--- src/rtl/weight_ctrl_pkg.sv ---
// Shared definitions for the weight tile scheduler.
// Holds the default BRAM address / tile index widths and the scheduler state
// encoding so the interface, the RTL and any debug tooling agree on them.
package weight_ctrl_pkg;

    localparam int ADDR_WIDTH_DEF = 11;
    localparam int TILE_W_DEF     = 8;

    typedef enum logic [2:0] {
        ST_IDLE      = 3'd0,
        ST_WAIT_LOAD = 3'd1,
        ST_ISSUE     = 3'd2,
        ST_RUN       = 3'd3,
        ST_WAIT_PE   = 3'd4,
        ST_DONE      = 3'd5
    } sched_state_e;

endpackage

--- src/rtl/weight_tile_scheduler_if.sv ---
// Job-descriptor and transpose-counter bus of the weight tile scheduler.
//   cfg_*   : job descriptor handshake (valid/ready, base, tile length, count)
//   trans_* : start pulse, inclusive address range, and done pulse of the
//             transpose counter
// modport master : scheduler side (accepts jobs, drives the counter)
// modport slave  : environment side (job source + transpose counter)
interface weight_tile_scheduler_if
    import weight_ctrl_pkg::*;
#(
    parameter int ADDR_WIDTH = ADDR_WIDTH_DEF,
    parameter int TILE_W     = TILE_W_DEF
);
    logic                  cfg_valid;
    logic                  cfg_ready;
    logic [ADDR_WIDTH-1:0] cfg_base_addr;
    logic [ADDR_WIDTH:0]   cfg_tile_len;
    logic [TILE_W-1:0]     cfg_num_tiles;

    logic                  trans_start;
    logic [ADDR_WIDTH-1:0] trans_addr_start;
    logic [ADDR_WIDTH-1:0] trans_addr_end;
    logic                  trans_done;

    modport master (
        input  cfg_valid, cfg_base_addr, cfg_tile_len, cfg_num_tiles, trans_done,
        output cfg_ready, trans_start, trans_addr_start, trans_addr_end
    );

    modport slave (
        output cfg_valid, cfg_base_addr, cfg_tile_len, cfg_num_tiles, trans_done,
        input  cfg_ready, trans_start, trans_addr_start, trans_addr_end
    );
endinterface

--- src/rtl/weight_tile_scheduler.sv ---
// Weight tile scheduler: sequences transpose-mode reads of the weight BRAM
// one tile at a time once the AXI loader reports the weights resident.
// Ports:
//   clk, rst_n         : clock, asynchronous active-low reset
//   bus (master)       : job descriptor in, transpose counter start/range out
//   weight_write_done  : loader pulse, sets the sticky "loaded" flag
//   pe_ready           : PE array can take the next tile
//   abort              : cancel the running job, back to IDLE
//   conv_grant         : convolution path may read the BRAM (low mid-tile)
//   tile_idx           : index of the current / last issued tile
//   busy, job_done     : status, one-cycle completion pulse
//   err_range          : sticky, last job would run past the BRAM end
//
// state     | meaning
// ----------+------------------------------------------------------------
// IDLE      | waiting for a job descriptor
// WAIT_LOAD | job accepted, waiting for the weights to be resident
// ISSUE     | one-cycle trans_start to the transpose counter
// RUN       | tile streaming, waiting for trans_done
// WAIT_PE   | between tiles, waiting for pe_ready
// DONE      | one-cycle job_done
module weight_tile_scheduler
    import weight_ctrl_pkg::*;
#(
    parameter int ADDR_WIDTH = ADDR_WIDTH_DEF,
    parameter int TILE_W     = TILE_W_DEF
) (
    input  logic                    clk,
    input  logic                    rst_n,
    weight_tile_scheduler_if.master bus,
    input  logic                    weight_write_done,
    input  logic                    pe_ready,
    input  logic                    abort,
    output logic                    conv_grant,
    output logic [TILE_W-1:0]       tile_idx,
    output logic                    busy,
    output logic                    job_done,
    output logic                    err_range
);

    localparam int SUM_W = ADDR_WIDTH + TILE_W + 1;
    localparam logic [SUM_W-1:0] DEPTH = SUM_W'(1) << ADDR_WIDTH;

    sched_state_e          state_q, state_d;
    logic                  loaded_q, loaded_d;
    logic                  trans_start_q, trans_start_d;
    logic                  busy_q, busy_d;
    logic                  job_done_q, job_done_d;
    logic                  err_range_q, err_range_d;
    logic [TILE_W-1:0]     tile_idx_q, tile_idx_d;
    logic [TILE_W-1:0]     num_tiles_q, num_tiles_d;
    logic [ADDR_WIDTH-1:0] tile_len_q, tile_len_d;
    logic [ADDR_WIDTH-1:0] addr_start_q, addr_start_d;
    logic [ADDR_WIDTH-1:0] addr_end_q, addr_end_d;
    logic [SUM_W-1:0]      job_end;

    // One past the last address the job would touch.
    assign job_end = SUM_W'(bus.cfg_base_addr)
                   + SUM_W'(bus.cfg_num_tiles) * SUM_W'(bus.cfg_tile_len);

    always_comb begin
        state_d      = state_q;
        err_range_d  = err_range_q;
        tile_idx_d   = tile_idx_q;
        num_tiles_d  = num_tiles_q;
        tile_len_d   = tile_len_q;
        addr_start_d = addr_start_q;
        addr_end_d   = addr_end_q;

        // A loader pulse wins over the clear on the job_done cycle.
        if (weight_write_done)
            loaded_d = 1'b1;
        else if (state_q == ST_DONE)
            loaded_d = 1'b0;
        else
            loaded_d = loaded_q;

        if (abort && state_q != ST_IDLE) begin
            state_d = ST_IDLE;
        end else begin
            case (state_q)
                ST_IDLE: begin
                    if (bus.cfg_valid) begin
                        num_tiles_d  = bus.cfg_num_tiles;
                        tile_len_d   = bus.cfg_tile_len[ADDR_WIDTH-1:0];
                        err_range_d  = 1'b0;
                        tile_idx_d   = '0;
                        addr_start_d = bus.cfg_base_addr;
                        addr_end_d   = bus.cfg_base_addr + bus.cfg_tile_len[ADDR_WIDTH-1:0]
                                     - ADDR_WIDTH'(1);
                        if (bus.cfg_num_tiles == '0 || bus.cfg_tile_len == '0) begin
                            state_d = ST_DONE;
                        end else if (job_end > DEPTH) begin
                            err_range_d = 1'b1;
                            state_d     = ST_DONE;
                        end else begin
                            state_d = ST_WAIT_LOAD;
                        end
                    end
                end
                ST_WAIT_LOAD: begin
                    if (loaded_q || weight_write_done)
                        state_d = ST_ISSUE;
                end
                ST_ISSUE: state_d = ST_RUN;
                ST_RUN: begin
                    if (bus.trans_done) begin
                        if (tile_idx_q == num_tiles_q - TILE_W'(1)) begin
                            state_d = ST_DONE;
                        end else begin
                            tile_idx_d   = tile_idx_q + TILE_W'(1);
                            addr_start_d = addr_start_q + tile_len_q;
                            addr_end_d   = addr_end_q + tile_len_q;
                            state_d      = ST_WAIT_PE;
                        end
                    end
                end
                ST_WAIT_PE: begin
                    if (pe_ready)
                        state_d = ST_ISSUE;
                end
                ST_DONE: state_d = ST_IDLE;
                default: state_d = ST_IDLE;
            endcase
        end

        // Registered outputs are decoded from the next state so they line up
        // with the state they describe.
        trans_start_d = (state_d == ST_ISSUE);
        job_done_d    = (state_d == ST_DONE);
        busy_d        = (state_d != ST_IDLE);
    end

    always_ff @(posedge clk or negedge rst_n) begin
        if (!rst_n) begin
            state_q       <= ST_IDLE;
            loaded_q      <= 1'b0;
            trans_start_q <= 1'b0;
            busy_q        <= 1'b0;
            job_done_q    <= 1'b0;
            err_range_q   <= 1'b0;
            tile_idx_q    <= '0;
            num_tiles_q   <= '0;
            tile_len_q    <= '0;
            addr_start_q  <= '0;
            addr_end_q    <= '0;
        end else begin
            state_q       <= state_d;
            loaded_q      <= loaded_d;
            trans_start_q <= trans_start_d;
            busy_q        <= busy_d;
            job_done_q    <= job_done_d;
            err_range_q   <= err_range_d;
            tile_idx_q    <= tile_idx_d;
            num_tiles_q   <= num_tiles_d;
            tile_len_q    <= tile_len_d;
            addr_start_q  <= addr_start_d;
            addr_end_q    <= addr_end_d;
        end
    end

    assign bus.cfg_ready        = (state_q == ST_IDLE);
    assign bus.trans_start      = trans_start_q;
    assign bus.trans_addr_start = addr_start_q;
    assign bus.trans_addr_end   = addr_end_q;
    assign conv_grant           = !(state_q == ST_ISSUE || state_q == ST_RUN);
    assign tile_idx             = tile_idx_q;
    assign busy                 = busy_q;
    assign job_done             = job_done_q;
    assign err_range            = err_range_q;

endmodule

--- src/flat_wrapper.sv ---
// flat-port wrapper written by rule: the top's interface ports become plain ports
module weight_tile_scheduler_flat import weight_ctrl_pkg::*;
#(
    parameter int ADDR_WIDTH = ADDR_WIDTH_DEF,
    parameter int TILE_W     = TILE_W_DEF
)
  (clk, rst_n, weight_write_done, pe_ready, abort, conv_grant, tile_idx, busy, job_done, err_range, bus_cfg_valid, bus_cfg_base_addr, bus_cfg_tile_len, bus_cfg_num_tiles, bus_trans_done, bus_cfg_ready, bus_trans_start, bus_trans_addr_start, bus_trans_addr_end);
  weight_tile_scheduler_if #(.ADDR_WIDTH(ADDR_WIDTH), .TILE_W(TILE_W)) bus_i ();
  input  logic clk;
  input  logic rst_n;
  input  logic weight_write_done;
  input  logic pe_ready;
  input  logic abort;
  output logic conv_grant;
  output logic [TILE_W-1:0] tile_idx;
  output logic busy;
  output logic job_done;
  output logic err_range;
  input wire logic [$bits(bus_i.cfg_valid)-1:0] bus_cfg_valid;
  input wire logic [$bits(bus_i.cfg_base_addr)-1:0] bus_cfg_base_addr;
  input wire logic [$bits(bus_i.cfg_tile_len)-1:0] bus_cfg_tile_len;
  input wire logic [$bits(bus_i.cfg_num_tiles)-1:0] bus_cfg_num_tiles;
  input wire logic [$bits(bus_i.trans_done)-1:0] bus_trans_done;
  output wire logic [$bits(bus_i.cfg_ready)-1:0] bus_cfg_ready;
  output wire logic [$bits(bus_i.trans_start)-1:0] bus_trans_start;
  output wire logic [$bits(bus_i.trans_addr_start)-1:0] bus_trans_addr_start;
  output wire logic [$bits(bus_i.trans_addr_end)-1:0] bus_trans_addr_end;
  assign bus_i.cfg_valid = bus_cfg_valid;
  assign bus_i.cfg_base_addr = bus_cfg_base_addr;
  assign bus_i.cfg_tile_len = bus_cfg_tile_len;
  assign bus_i.cfg_num_tiles = bus_cfg_num_tiles;
  assign bus_i.trans_done = bus_trans_done;
  assign bus_cfg_ready = bus_i.cfg_ready;
  assign bus_trans_start = bus_i.trans_start;
  assign bus_trans_addr_start = bus_i.trans_addr_start;
  assign bus_trans_addr_end = bus_i.trans_addr_end;
  weight_tile_scheduler #(.ADDR_WIDTH(ADDR_WIDTH), .TILE_W(TILE_W)) u_core (.clk(clk), .rst_n(rst_n), .bus(bus_i), .weight_write_done(weight_write_done), .pe_ready(pe_ready), .abort(abort), .conv_grant(conv_grant), .tile_idx(tile_idx), .busy(busy), .job_done(job_done), .err_range(err_range));
endmodule
--- config.mk ---
export PLATFORM = sky130hd
export DESIGN_NAME = weight_tile_scheduler_flat
export DESIGN_NICKNAME = d
export VERILOG_FILES = /design/src/rtl/weight_ctrl_pkg.sv /design/src/rtl/weight_tile_scheduler_if.sv /design/src/rtl/weight_tile_scheduler.sv /design/src/flat_wrapper.sv
export SDC_FILE = /design/constraint.sdc
export NUM_CORES = 1
export LEC_CHECK = 0
export ABC_AREA = 1
export BUFFER_PORTS_ARGS = -buffer_cell sky130_fd_sc_hd__buf_2
export CAP_MARGIN = 20
export CORE_UTILIZATION = 60
export CTS_BUF_LIST = sky130_fd_sc_hd__clkbuf_8
export DETAILED_ROUTE_END_ITERATION = 16
export HOLD_SLACK_MARGIN = 0.1
export MAX_ROUTING_LAYER = met4
export PLACE_DENSITY = 0.8
export SYNTH_ARGS = -nofsm -noshare
export SYNTH_HDL_FRONTEND = slang
export SYNTH_SLANG_ARGS = --single-unit
--- constraint.sdc ---
create_clock -name clk -period 2.5 [get_ports clk]
set_input_delay 0.125 -clock clk [delete_from_list [all_inputs] [get_ports clk]]
set_output_delay 0.125 -clock clk [all_outputs]
set_load 0.005 [all_outputs]
==> results of run 1 <==
timing repair:
action,in CTS,in global routing
gates resized for setup,56,30
hold buffers,6,1
setup endpoints to repair,26,30
cloned,2,0
endpoints found under the hold margin,29,1
setup buffers,5,0
pin swaps,37,30
worst reg2reg max path: stages (launching register included):
cell and delay (ps):
dfrtp_1 360, inv_1 60, ha_1 220, xnor2_1 200, xor2_1 160, nand3b_1 130, nor2_1 50, nand4_2 90
nand2_2 140, nor2_2 570, o21ai_0 160
sequential cells by signal, summed over array words and instances, names as in the netlist:
| signal | flops |
|---|---|
| u_core.tile_len_q | 11 |
| u_core.bus.trans_start | 1 |
| u_core.busy | 1 |
| u_core.tile_idx | 8 |
| u_core.loaded_q | 1 |
| u_core.err_range | 1 |
| u_core.job_done | 1 |
| u_core.bus.trans_addr_end | 11 |
| u_core.state_q | 3 |
| u_core.num_tiles_q | 8 |
| u_core.bus.trans_addr_start | 11 |
cells by family (layout without fill, tap and decap cells):
family | Yosys count | after routing | synth area share [%]
AOI/OAI and AO/OA | 120 | 120 | 7.856
and+or+nand+nor | 509 | 511 | 25.52
adders and majority gates | 156 | 156 | 30.63
buffers and inverters | 315 | 463 | 14.84
DFF | 57 | 57 | 17.42
xor gates and xnor gates | 34 | 34 | 3.729
per-layer routing:
layer,up-vias,routed length (um),global-route usage (%)
li1,3892,-,-
met1,3703,9154,40.37
met2,235,10520,56.58
met3,47,895,2.730
met4,0,580,13.92
met5,-,0,-
how the worst min path moves through the flow:
| stage | endpoint | slack, ps | cells past startpoint |
|---|---|---|---|
| after floorplan | u_core.bus.trans_addr_end[0] | -170 | 0 |
| after global placement | u_core.bus.trans_addr_end[6] | 150 | 1 |
| after detailed placement | u_core.bus.trans_addr_end[6] | 150 | 1 |
| after CTS | u_core.num_tiles_q[2] | 120 | 3 |
| after global routing | u_core.num_tiles_q[7] | 170 | 4 |
| final | u_core.num_tiles_q[7] | 150 | 4 |
through the flow:
step	setup WS, ps	TNS, ps	hold slack, ps
floorplan	-1370	-5242	-170.6
global placement	-1908	-10530	149.9
detailed placement	-1981	-12470	149.3
CTS	-1381	-5344	116.4
global route	-1701	-6590	167.2
finish	-1492	-5816	146.3
placed cells by master (no fill, tap or decap), types with 22 or more instances in the layout:
cell       n
nand2_2   22
buf_2     57
ha_1      72
nand2_1  339
a21oi_1   39
nand3_1   37
inv_1    264
dfrtp_1   57
buf_4     87
o21ai_0   63
nor2_1    41
fa_1      69
cell usage after synthesis, drive strengths merged:
cell type  count  area share, %
a21oi         43            2.6
nand2        369             17
nor3          16           0.98
nor3b          1          0.092
o31ai          2           0.18
o21ai         63            3.9
fa            74             18
nand3b         9           0.83
buf            7           0.72
nor4           3           0.23
a2111oi        1           0.11
a21o           4           0.37
a22oi          1          0.092
xnor2         12            1.3
nand3         42            2.6
nand4         12           0.99
clkinv         1          0.046
a21boi         1           0.14
a211oi         1          0.092
xor2          22            2.4
nor2          53            2.6
ha            82             13
inv          279             13
and2           2           0.15
o311ai         2           0.21
dfrtp         57             17
clkbuf        28            1.3
or2            2           0.15
o21bai         2           0.18
layout make-up:
type                    instances  area (um2)
multi-input cells             821        5893
fillers                      1006        3303
flip-flops and latches         57        1426
repair buffers                167        1219
inverters                     280        1054
well taps                     176       220.2
clock buffers                  10       137.6
clock inverters                 6       42.54
power by group through the flow:
stage                     combinational, mW  sequential (mW)  clock, mW
after global routing                   9.71             1.73      0.830
after global placement                 7.66             1.68          0
after CTS                              8.34             1.68      0.799
final                                  8.60             1.69      0.785
after detailed placement               7.77             1.69          0
after floorplan                        5.77             1.61          0
==> flow_summary.json, run 1 <==
{
  "wl_per_cell_um": 13.94,
  "postRouteAntennaNets": 0,
  "finalClockSkew_ps": 7.658,
  "fin_crit_sh_pct": 159.7,
  "p_clk_share_pct": 7.1,
  "crit_arrival_ps": 4250,
  "syn_nets": 1385,
  "place_congestion": 0.9472,
  "drt_iter0_markers": 648,
  "leakagePower_nw": 5.815,
  "routed_wl_um": 21150,
  "drive_above_1_share_pct": 19.76,
  "crit_path_end_kind": "register",
  "cts_tree": "built",
  "drt-vias-per-instance": 5.192,
  "r2r-end": "u_core.tile_idx[0]",
  "sequentialPowerShare_pct": 15.3,
  "crit_start": "bus_cfg_tile_len[4]",
  "antenna_found_initial": 0,
  "crit_top_cell": "nand2_1",
  "fin_area_mm2": 0.009992,
  "p_per_area_mw_per_mm2": 1108,
  "report.final.slew_viol_count": 0,
  "num_vias": 7877,
  "worst-path-stages": 24,
  "fmax_ghz": 0.2505,
  "numPlacedInstances": 1487,
  "total_power_mw": 11.08,
  "stdcell_count": 1517,
  "post-route-min-period_ps": 3992,
  "netSwitchingPower_mw": 5.755,
  "r2r_cells": 10,
  "placed_cell_area_mm2": 0.009413,
  "root_buffer": "clkbuf_8",
  "seq_area_frac_synth_pct": 17.42,
  "grt_util_all_layers_pct": 33.09,
  "yosys_warnings": 0,
  "core_mm2": 0.01330,
  "insertion_delay_ps": 360,
  "pwr-share-comb_pct": 77.6,
  "sw_frac_of_total_pct": 51.97,
  "place.detailed.hpwl_um": 16890,
  "worstPathRequired_ps": 2750,
  "status": "finished with violations",
  "path_buf_inv": 5,
  "holdCritPathClass": "in2reg",
  "fp.dieH_um": 118.8,
  "grt_pass1_vias": 7873,
  "die_x_um": 118.8,
  "max-slew-margin-rel_pct": 53.41,
  "clockBufferDepth": 2,
  "endpoint": "u_core.busy",
  "worst_pin_slew_ps": 696.3,
  "grt_pass1_wl_um": 36340,
  "syn_area_mm2": 0.008187,
  "setup_viol": 4,
  "dr.pass1.iters": 5,
  "hold_viol": 0,
  "rsz0062_at_grt": "true",
  "irDropWorstVdd_v": 0.001470,
  "ios": 74,
  "violations": "setup timing",
  "overflow": 0,
  "hp-start": "bus_cfg_num_tiles[7]",
  "dieArea_mm2": 0.01412,
  "numCtsBuffers": 9,
  "critPathTopFamily": "adder cells",
  "synth.distinct_cells": 37,
  "ys_seq_elements": 57,
  "diodes": 0,
  "utilization_pct": 75.16,
  "maxCapViolCount": 0,
  "syn_inst": 1191,
  "route.detailed.drc": 0,
  "rrSetupSlack_ps": 220,
  "crit_slowest_cell": "fa_1",
  "cts_sinks": 57,
  "path_cells": "buf_4 -> nand2_1 -> fa_1 -> fa_1 -> inv_1 -> fa_1 -> inv_2 -> fa_1 -> inv_2 -> ha_4 -> nand2_1 -> buf_4 -> nor2_2 -> nand2_1 -> nand3_2 -> nand2_2 -> nand3b_1 -> nand3_1 -> nor2_4 -> nand3_2 -> nand2_2 -> nand2_1 -> nand2_1 -> nand2_1",
  "r2r-start": "u_core.num_tiles_q[0]",
  "cts_max_level": 3,
  "initial_core_util_pct": 61.58,
  "path_class": "in2reg",
  "start_kind": "input pin",
  "syn_avg_cell_area_um2": 6.874,
  "layout.nets": 1530,
  "max_stage_delay_ps": 560,
  "worstPathMaxFanout": 8,
  "rows": 42,
  "path_clk_slew_ps": 70,
  "grt_start_max_net_pins": 30,
  "intPower_mw": 5.320,
  "areaGrowthSynthToFinish_pct": 22.05,
  "portBuffers": 73,
  "setup_ws_ps": -1492
}
Note: power is estimated with default switching activity, not from simulation.
==> inputs of run 2 (changes only) <==
- ABC_AREA: 1 -> unset
- PLACE_DENSITY: 0.8 -> 0.81
==> run 2 against run 1 <==
The run still ends with setup timing left. Via count rose by 7.8%. Non-clock buffer count rose by 68. Worst hold slack got worse by 71 ps. Die area fell by 4.6%. Routed wire length rose by 40%. Critical endpoint is now u_core.err_range.
==> flow_summary.json, run 2 <==
{
  "dr.pass1.iters": 9,
  "path_class": "in2reg",
  "yosys_warnings": 0,
  "seq_area_frac_synth_pct": 18.27,
  "num_vias": 8492,
  "hold_end": "u_core.bus.trans_addr_start[5]",
  "drive_above_1_share_pct": 32.65,
  "ys.flop_type": "dfrtp_1",
  "yosysTopAreaCell": "fa_1",
  "max-slew-margin-rel_pct": 52.14,
  "rsz0062_at_grt": "true",
  "final_cell_mix": "148 x inv_1, 132 x buf_4, 104 x nand2_1",
  "clockBufferDepth": 2,
  "grt_pass1_wl_um": 36560,
  "fp.dieH_um": 116.1,
  "p_per_area_mw_per_mm2": 1346,
  "die_x_um": 116.1,
  "place.detailed.hpwl_um": 16060,
  "timing.hold.ws_ps": 75.40,
  "worst_pin_slew_ps": 717.9,
  "mostFrequentLayoutCell": "inv_1",
  "finalClockSkew_ps": 10.27,
  "syn_inst": 962,
  "status": "finished with violations",
  "hold_viol": 0,
  "leakagePower_nw": 5.393,
  "initial_core_util_pct": 61.62,
  "rows": 41,
  "synthTopCellsByCount": "160 x inv_1, 126 x nand2_1, 82 x ha_1, 74 x fa_1, 64 x o21ai_0",
  "fmax_ghz": 0.2210,
  "hp-start": "bus_cfg_base_addr[5]",
  "routed_wl_um": 29570,
  "cts_tree": "built",
  "worstPathRequired_ps": 2770,
  "place_ws_ps": -2397,
  "setup_viol": 32,
  "ios": 74,
  "utilization_pct": 85.20,
  "maxCapViolCount": 0,
  "violations": "setup timing",
  "placed_cell_area_mm2": 0.009369,
  "stdcell_count": 1346,
  "r2r_cells": 12,
  "insertion_delay_ps": 380,
  "syn_area_mm2": 0.007807,
  "cts_sinks": 57,
  "post-route-min-period_ps": 4525,
  "antenna_found_initial": 0,
  "synth_edf_count": 0,
  "numCtsBuffers": 9,
  "portBuffers": 73,
  "ys_seq_elements": 57,
  "crit_arrival_ps": 4800,
  "rrSetupSlack_ps": -350,
  "path_clk_slew_ps": 70,
  "postRouteAntennaNets": 0,
  "syn_nets": 1156,
  "crit_path_end_kind": "register",
  "report.final.slew_viol_count": 0,
  "yosys-top-cells-area": "fa_1 19%, dfrtp_1 18%, ha_1 13%",
  "numPlacedInstances": 1291,
  "setup_ws_ps": -2025,
  "core_mm2": 0.01267,
  "drt_iter0_markers": 1113,
  "place_congestion": 0.9525,
  "yosysMostFrequentCell": "inv_1",
  "total_power_mw": 14.53,
  "fin_area_mm2": 0.01080,
  "root_buffer": "clkbuf_8",
  "irDropWorstVdd_v": 0.001034,
  "r2r-start": "u_core.tile_len_q[0]",
  "synth_top_area_share_pct": 18.97,
  "wl_per_cell_um": 21.97,
  "grt_util_all_layers_pct": 36.81,
  "drt-vias-per-instance": 6.309,
  "holdPathStages": 3,
  "cts_max_level": 3,
  "tns_ps": -9436,
  "holdCritPathClass": "in2reg",
  "layout.nets": 1362,
  "dieArea_mm2": 0.01347,
  "synth.distinct_cells": 59,
  "r2r-end": "u_core.bus.trans_addr_end[10]",
  "grt_start_max_net_pins": 31,
  "synthArstFlopShare_pct": 100.0,
  "areaGrowthSynthToFinish_pct": 38.27,
  "syn_avg_cell_area_um2": 8.116,
  "worstPathMaxFanout": 7,
  "fin_crit_sh_pct": 181.0,
  "route.detailed.drc": 0,
  "overflow": 0,
  "start_kind": "input pin",
  "grt_pass1_vias": 7700
}
## run 2: layer usage
layer / wire length, um / share of wire, % / track usage (%) / up-vias
li1: - / - / - / 3549
met1: 10200 / 34 / 44.95 / 4017
met2: 14030 / 47 / 60.32 / 672
met3: 2980 / 10 / 6.485 / 254
met4: 2359 / 8.0 / 15.13 / 0
met5: 0 / 0 / - / -
## run 2: logic make-up after synthesis
kind of cell | after synthesis | share of synthesized area (%)
flip-flops | 57 | 18.27
XOR/XNOR | 43 | 4.824
AO/OA/AOI/OAI | 169 | 13.37
multiplexers | 7 | 0.9295
buffers and inverters | 200 | 9.696
AND/OR/NAND/NOR | 330 | 20.80
adder cells (fa/ha/maj) | 156 | 32.12
## run 2: where the power goes
group / internal [mW] / switching (mW) / total [mW]
logic: 5.48 / 6.30 / 11.8
clock network: 0.571 / 0.451 / 1.02
registers: 1.30 / 0.423 / 1.73
## run 2: how the worst max path moves through the flow
| stage | start | endpoint | slack [ps] |
|---|---|---|---|
| final | bus_cfg_tile_len[5] | u_core.err_range | -2020 |
| after global routing | bus_cfg_base_addr[4] | u_core.err_range | -2180 |
| after detailed placement | bus_cfg_num_tiles[1] | u_core.job_done | -2400 |
| after global placement | bus_cfg_num_tiles[1] | u_core.job_done | -2280 |
| after floorplan | bus_cfg_tile_len[8] | u_core.err_range | -1990 |
| after CTS | bus_cfg_num_tiles[2] | u_core.err_range | -1800 |
## run 2: worst max-delay path: stages
cell and delay (ps):
buf_6 120, nand2_1 110, fa_1 550, inv_1 80
fa_1 520, inv_1 60, fa_1 480, fa_1 560
inv_1 50, ha_2 210, a211oi_4 300, o211ai_1 240
and2_4 250, a221oi_4 290, o2111a_1 260, or3b_4 370
a22o_1 200
## run 2: cell type report
class / count / area [um2]
diodes: 1 / 2.502
clock buffers: 13 / 178.9
clock inverters: 3 / 46.29
fillers: 612 / 1876
inverters: 160 / 603.1
multi-input cells: 705 / 6344
flip-flops and latches: 57 / 1426
well taps: 172 / 215.2
repair buffers: 235 / 1979
## run 2: timing repair
item / CTS / global route
gates resized for setup: 75 / 161
gates cloned: 3 / 2
endpoints found under the setup margin: 18 / 31
hold endpoints to repair: 34 / 1
buffers inserted: 8 / 21
pin swaps: 42 / 95
hold buffers: 6 / 1
